===== src/rtl/index_tag_fold_gen.sv =====
// Folded global-history index/tag generator for a TAGE-style predictor.
// Keeps incrementally folded history per bank and registers one lookup result per cycle.
`timescale 1ns/1ps
module index_tag_fold_gen #(
  parameter int unsigned NUM_BANKS = 4,
  parameter int unsigned GLOB_LEN = 131,
  parameter logic [8*NUM_BANKS-1:0] HIST_LENS = {8'd130, 8'd44, 8'd15, 8'd8},
  parameter int unsigned ADDRESS_SIZE = 32,
  parameter int unsigned IL = 10,
  parameter int unsigned TAG_LEN = 8
) (
  input  logic                           CLK,
  input  logic                           reset,
  input  logic                           upd_valid,
  input  logic                           upd_taken,
  input  logic                           hist_clear,
  input  logic                           lk_valid,
  output logic                           lk_ready,
  input  logic [ADDRESS_SIZE-1:0]        pc_addr,
  output logic                           out_valid,
  input  logic                           out_ready,
  output logic [NUM_BANKS*IL-1:0]        index_out,
  output logic [NUM_BANKS*TAG_LEN-1:0]   tag_out
);

  localparam int unsigned T1_LEN = TAG_LEN - 1;
  localparam int unsigned MAXW   = (IL > TAG_LEN) ? IL : TAG_LEN;

  logic [GLOB_LEN-1:0]             hist;
  logic [NUM_BANKS*IL-1:0]         fi_all;
  logic [NUM_BANKS*TAG_LEN-1:0]    ft0_all;
  logic [NUM_BANKS*T1_LEN-1:0]     ft1_all;
  logic [NUM_BANKS*IL-1:0]         index_c;
  logic [NUM_BANKS*TAG_LEN-1:0]    tag_c;
  logic                            accept;
  logic                            unused_bits;

  // One fold step within the low w bits: rotate left, insert newest, retire the bit aging out.
  function automatic logic [MAXW-1:0] fold_step(input logic [MAXW-1:0] f,
                                                input int unsigned w,
                                                input int unsigned pos,
                                                input logic b,
                                                input logic o);
    logic [MAXW-1:0] mask;
    logic [MAXW-1:0] r;
    mask = (MAXW'(1) << w) - MAXW'(1);
    r = ((f << 1) | (f >> (w - 1))) & mask;
    r = r ^ MAXW'(b);
    r = r ^ (MAXW'(o) << pos);
    return r;
  endfunction

  assign lk_ready    = !out_valid || out_ready;
  assign accept      = lk_valid && lk_ready;
  assign unused_bits = ^{pc_addr, hist};

  always_ff @(posedge CLK or posedge reset) begin
    if (reset) begin
      hist <= '0;
    end else if (hist_clear) begin
      hist <= '0;
    end else if (upd_valid) begin
      hist <= {hist[GLOB_LEN-2:0], upd_taken};
    end
  end

  for (genvar k = 0; k < NUM_BANKS; k++) begin : g_bank
    localparam int unsigned L = 32'(HIST_LENS[8*k +: 8]);

    logic [IL-1:0]      fi_q;
    logic [TAG_LEN-1:0] ft0_q;
    logic [T1_LEN-1:0]  ft1_q;
    logic               old_bit;

    assign old_bit = hist[L-1];

    always_ff @(posedge CLK or posedge reset) begin
      if (reset) begin
        fi_q  <= '0;
        ft0_q <= '0;
        ft1_q <= '0;
      end else if (hist_clear) begin
        fi_q  <= '0;
        ft0_q <= '0;
        ft1_q <= '0;
      end else if (upd_valid) begin
        fi_q  <= IL'(fold_step(MAXW'(fi_q), IL, L % IL, upd_taken, old_bit));
        ft0_q <= TAG_LEN'(fold_step(MAXW'(ft0_q), TAG_LEN, L % TAG_LEN, upd_taken, old_bit));
        ft1_q <= T1_LEN'(fold_step(MAXW'(ft1_q), T1_LEN, L % T1_LEN, upd_taken, old_bit));
      end
    end

    assign fi_all[k*IL +: IL]           = fi_q;
    assign ft0_all[k*TAG_LEN +: TAG_LEN] = ft0_q;
    assign ft1_all[k*T1_LEN +: T1_LEN]   = ft1_q;

    // Lookups see the folds as registered, i.e. before any same-cycle update or clear.
    assign index_c[k*IL +: IL] = pc_addr[IL-1:0] ^ pc_addr[2*IL-1:IL] ^ fi_all[k*IL +: IL];
    assign tag_c[k*TAG_LEN +: TAG_LEN] = pc_addr[TAG_LEN-1:0] ^ ft0_all[k*TAG_LEN +: TAG_LEN]
                                         ^ {ft1_all[k*T1_LEN +: T1_LEN], 1'b0};
  end

  // Single output stage; hist_clear leaves it untouched.
  always_ff @(posedge CLK or posedge reset) begin
    if (reset) begin
      out_valid <= 1'b0;
      index_out <= '0;
      tag_out   <= '0;
    end else if (accept) begin
      out_valid <= 1'b1;
      index_out <= index_c;
      tag_out   <= tag_c;
    end else if (out_ready) begin
      out_valid <= 1'b0;
    end
  end

endmodule


===== config.mk =====
export PLATFORM = sky130hd
export DESIGN_NAME = index_tag_fold_gen
export DESIGN_NICKNAME = d
export VERILOG_FILES = /design/src/rtl/index_tag_fold_gen.sv
export SDC_FILE = /design/constraint.sdc
export NUM_CORES = 1
export LEC_CHECK = 0
export CORE_ASPECT_RATIO = 2
export CORE_MARGIN = 2
export CORE_UTILIZATION = 36
export CTS_BUF_LIST = sky130_fd_sc_hd__clkbuf_16
export CTS_CLUSTER_DIAMETER = 150
export DETAILED_ROUTE_END_ITERATION = 10
export PLACE_DENSITY = 0.55
export SYNTH_ARGS = -nofsm -noshare
export SYNTH_HDL_FRONTEND = slang
export SYNTH_SLANG_ARGS = --single-unit

===== constraint.sdc =====
create_clock -name CLK -period 14.4 [get_ports CLK]
set_input_delay 2.16 -clock CLK [delete_from_list [all_inputs] [get_ports CLK]]
set_output_delay 2.16 -clock CLK [all_outputs]
set_load 0.01 [all_outputs]

Word-level counts from Yosys, hierarchy flattened
Index checks and enable logic that the tools add are counted.
{"block": "totals", "regBits": 303, "in_bits": 39, "output_inout_bits": 74}
{"block": "classes", "muxes": 28, "bitwise": 49, "n_reduce_logical": 5}
{"op": "130-bit two-way mux", "n": 2}
{"op": "10-bit two-way mux", "n": 8}
{"op": "8-bit XOR", "n": 9}
{"op": "8-bit two-way mux", "n": 8}
{"op": "7-bit two-way mux", "n": 8}
{"op": "10-bit by 1-bit XOR with 10-bit output", "n": 5}
{"op": "10-bit XOR", "n": 5}
{"op": "10-bit by 1-bit bitwise OR with 10-bit output", "n": 4}
{"op": "8-bit by 1-bit XOR with 8-bit output", "n": 5}
{"op": "8-bit by 1-bit bitwise OR with 8-bit output", "n": 4}
{"op": "7-bit by 1-bit bitwise OR with 7-bit output", "n": 4}
{"op": "7-bit by 1-bit XOR with 7-bit output", "n": 4}
{"op": "7-bit by 2-bit XOR with 7-bit output", "n": 2}
{"op": "10-bit by 5-bit XOR with 10-bit output", "n": 1}
{"op": "10-bit by 6-bit XOR with 10-bit output", "n": 1}
{"op": "10-bit by 9-bit XOR with 10-bit output", "n": 1}
{"op": "8-bit by 3-bit XOR with 8-bit output", "n": 1}
{"op": "8-bit by 5-bit XOR with 8-bit output", "n": 1}
{"op": "7-bit by 3-bit XOR with 7-bit output", "n": 1}
{"op": "7-bit by 5-bit XOR with 7-bit output", "n": 1}
{"op": "2-bit nonzero test", "n": 2}
{"op": "1-bit two-way mux", "n": 2}
{"op": "1-bit logical AND", "n": 1}
{"op": "1-bit zero test", "n": 1}
{"op": "1-bit logical OR", "n": 1}

Logic depth before layout (Yosys ltp)
{"block": "logic_depth", "word_depth": 5, "depth_mapped": 5}

Worst setup path after synthesis
Ideal clock, no wire load.
{"block": "synth_timing", "path_type": "input to output", "startpoint": "input out_ready", "endpoint": "output lk_ready", "arrival_ns": 2.307, "required_ns": 12.240, "slack_ns": 9.933, "path_stages": 1, "cell_sequence": "nand2b_4"}
{"block": "synth_via", "elab_chain_len": 1}
{"element": "start, declared", "line_no": "21", "rtl": "input logic out_ready,"}
{"element": "1-bit logical OR", "line_no": "53", "rtl": "assign lk_ready = !out_valid || out_ready;"}
{"element": "end, declared", "line_no": "18", "rtl": "output logic lk_ready,"}
No other way between the ends.

Worst setup path after layout
Ends and elaborated chain as after synthesis.

==> impl_metrics.py <==
metrics = {
    "sta": {
        "fin_crit_ns": 5.45,
        "holdWs_ns": 0.505,
        "finalWorstSetupSlack_ns": 8.95,
        "final_hold_viol_count": 0,
        "skew_ns": 0.0134,
        "worst_slew_pin_slew_ns": 1.12,
        "slew_violations": 0,
        "fin_crit_sh": 0.379,
        "rsz0062_at_grt": "false",
        "setup_violations": 0,
        "max-slew-margin-rel": 0.252,
        "fin_setup_tns_ns": 0,
        "fmax_mhz": 183,
    },
    "clocking": {
        "clkTransAtPathRegs_ns": 0.06,
        "post_cts_buffers": 0,
        "h-tree-depth": 1,
        "clock_path_buffers": 3,
        "cts_tree": "done",
        "cts_root_buf": "clkbuf_16",
        "hold_buffers": 0,
        "post_cts_resized": 0,
        "clkLatencyLatePin_ns": 0.54,
        "cts.sinks": 303,
        "cts_buffers": 27,
    },
    "pwr": {
        "p_sw_uw": 475,
        "combPwrFrac": 0.150,
        "power.density_nw_per_um2": 122,
        "intPower_uw": 1390,
        "p_leak_uw": 0.00725,
        "seq_power_share": 0.501,
        "p_clk_frac": 0.349,
        "swShare": 0.255,
        "power_uw": 1860,
        "worst_ir_drop_vdd_mv": 0.0748,
    },
    "synthesis": {
        "synth_top_area_cell": "dfrtp_1",
        "synth_edf_count": 0,
        "synth_cells": 1044,
        "synth_top_area_frac": 0.563,
        "synth_top_flop_cell": "dfrtp_1",
        "ys.warnings.count": 0,
        "synth.area.top_cells": "dfrtp_1 (56%), mux2i_1 (16%), nor2_1 (6.4%), mux2_2 (6.0%), xnor2_1 (4.9%)",
        "synth_fp_nets": 1083,
        "synth_cell_types": 19,
        "synth_seq_area_share": 0.563,
        "synth_area_per_cell_um2": 12.9,
        "synth_area_um2": 13500,
        "async_flop_share": 1.00,
        "ys_ff_latch": 303,
    },
    "setup_path": {
        "endpoint_kind": "primary output",
        "slowest_delay_ns": 0.53,
        "cp_top_family": "buffers and inverters",
        "worstSetupPathType": "in2out",
        "path_max_fanout": 3,
        "cp_cell_sequence": "clkdlybuf4s50_1 -> nand2b_4 -> clkdlybuf4s50_1",
        "worstSetupStartpoint": "out_ready",
        "path_buf_inv": 2,
        "required_ns": 12.24,
        "r2r_start": "out_valid",
        "startpoint_type": "input port",
        "critPathArrivalTime_ns": 3.29,
        "cpMostUsedCell": "clkdlybuf4s50_1",
        "slowest_stage": "clkdlybuf4s50_1",
    },
    "floorplan": {
        "die_w_um": 141,
        "core_um2": 37000,
        "die-area_um2": 39100,
        "row_count": 100,
        "initial_core_util": 0.364,
        "die_h_um": 278,
        "pin_count": 113,
    },
    "placement": {
        "io_buffers": 100,
        "place_ws_ns": 8.95,
        "dp_hpwl_mm": 17.1,
        "place.gp.congestion": 0.697,
        "placedCellCount": 1535,
    },
    "global_route": {
        "grt_pass1_vias": 7860,
        "antenna_found_initial": 0,
        "grt_max_degree": 164,
        "grt.total_usage": 0.143,
        "gr-total-overflow": 0,
        "grt_pass1_wl_mm": 44.4,
    },
    "detailed_routing": {
        "wl_mm": 27.3,
        "ant_nets": 0,
        "vias": 7478,
        "drc": 0,
        "vias_per_cell": 4.73,
        "wl_per_cell_um": 17.3,
        "first_pass_iters": 5,
        "drt_iter0_drc": 489,
    },
    "flow_run": {
        "drv_cap": 0,
    },
    "worst_hold_path": {
        "min_from": "index_out[11]",
        "min_path_type": "reg2reg",
    },
    "run_status": {
        "status": "finished clean",
    },
    "cells_and_area": {
        "area.growth.synth_to_final_pct": 13.5,
        "final_cell_count_no_fill": 1582,
        "n_fill_cell": 3498,
        "layout-drive-gt1-share": 0.114,
        "diodes": 0,
        "fin_nets": 1144,
    },
}
synthesized netlist by cell type, types with 2 or more instances:
cell        n
mux2_2     72
dfrtp_1   303
buf_2      19
xnor2_1    76
nor2_1    230
buf_6      36
xor2_1     44
a211oi_1   20
buf_4       4
xor2_2      2
xor2_4      8
xor3_1      2
mux2i_1   210
clkbuf_1   13
state kept, by name (all words and copies together) (netlist names):
register,count
g_bank.fi_q,40
g_bank.ft0_q,32
g_bank.ft1_q,28
hist,130
index_out,40
out_valid,1
tag_out,32
final cells by class:
class	instances	area [um2]	share of cell area
tap	459	574	0.0375
multi-input combinational	667	5310	0.347
clock buffer	27	676	0.0442
clock inverter	20	92.6	0.00605
inverter	1	11.3	0.000736
timing repair buffer	105	1060	0.0691
sequential	303	7580	0.496
layer usage:
layer	part of all wire	global-route usage
met5	0	0
met2	0.54	0.261
met1	0.41	0.173
met4	0.022	0.0418
met3	0.034	0.0195
stage by stage:
| stage | util | instance area, um2 |
|---|---|---|
| 2_1_floorplan | - | 13500 |
| 3_3_place_gp | 0.392 | 14500 |
| 3_5_place_dp | 0.392 | 14500 |
| 4_1_cts | 0.413 | 15300 |
| 5_1_grt | 0.413 | 15300 |
| 6_report | 0.413 | 15300 |
layout by cell type (no fill, tap or decap), types with 2 or more instances in the layout:
| cell type | count |
|---|---|
| nor2_1 | 230 |
| xnor2_1 | 76 |
| inv_1 | 4 |
| mux2_2 | 72 |
| xor3_1 | 2 |
| buf_4 | 4 |
| xor2_2 | 2 |
| xor2_4 | 8 |
| clkinv_1 | 7 |
| a211oi_1 | 20 |
| mux2i_1 | 210 |
| clkdlybuf4s50_1 | 98 |
| dfrtp_1 | 303 |
| clkbuf_16 | 27 |
| xor2_1 | 44 |
| clkinv_2 | 7 |
path summary, 6_finish.rpt:
path	to	slack, ns	depth (start not counted)
max	lk_ready	8.95	3
min	index_out[11]	0.51	1
max reg2reg	tag_out[23]	12.57	3
min reg2reg	index_out[11]	0.51	1
max in group asynchronous	tag_out[1]	10.50	3
min in group asynchronous	hist[113]	2.27	2
cell families after synthesis:
family                    synth area share
AOI/OAI and AO/OA                   0.0111
xor gates and xnor gates             0.100
buffers and inverters               0.0435
DFF                                  0.563
muxes                                0.216
and+or+nand+nor                     0.0664
power by group through the flow:
| stage | Clock (uW) | Combinational (uW) | Sequential, uW |
|---|---|---|---|
| after floorplan | 0 | 143 | 962 |
| after global placement | 0 | 282 | 950 |
| after detailed placement | 0 | 286 | 952 |
| after CTS | 680 | 286 | 935 |
| after global routing | 713 | 302 | 940 |
| final | 650 | 279 | 934 |
(Power assumes the default switching activity.)
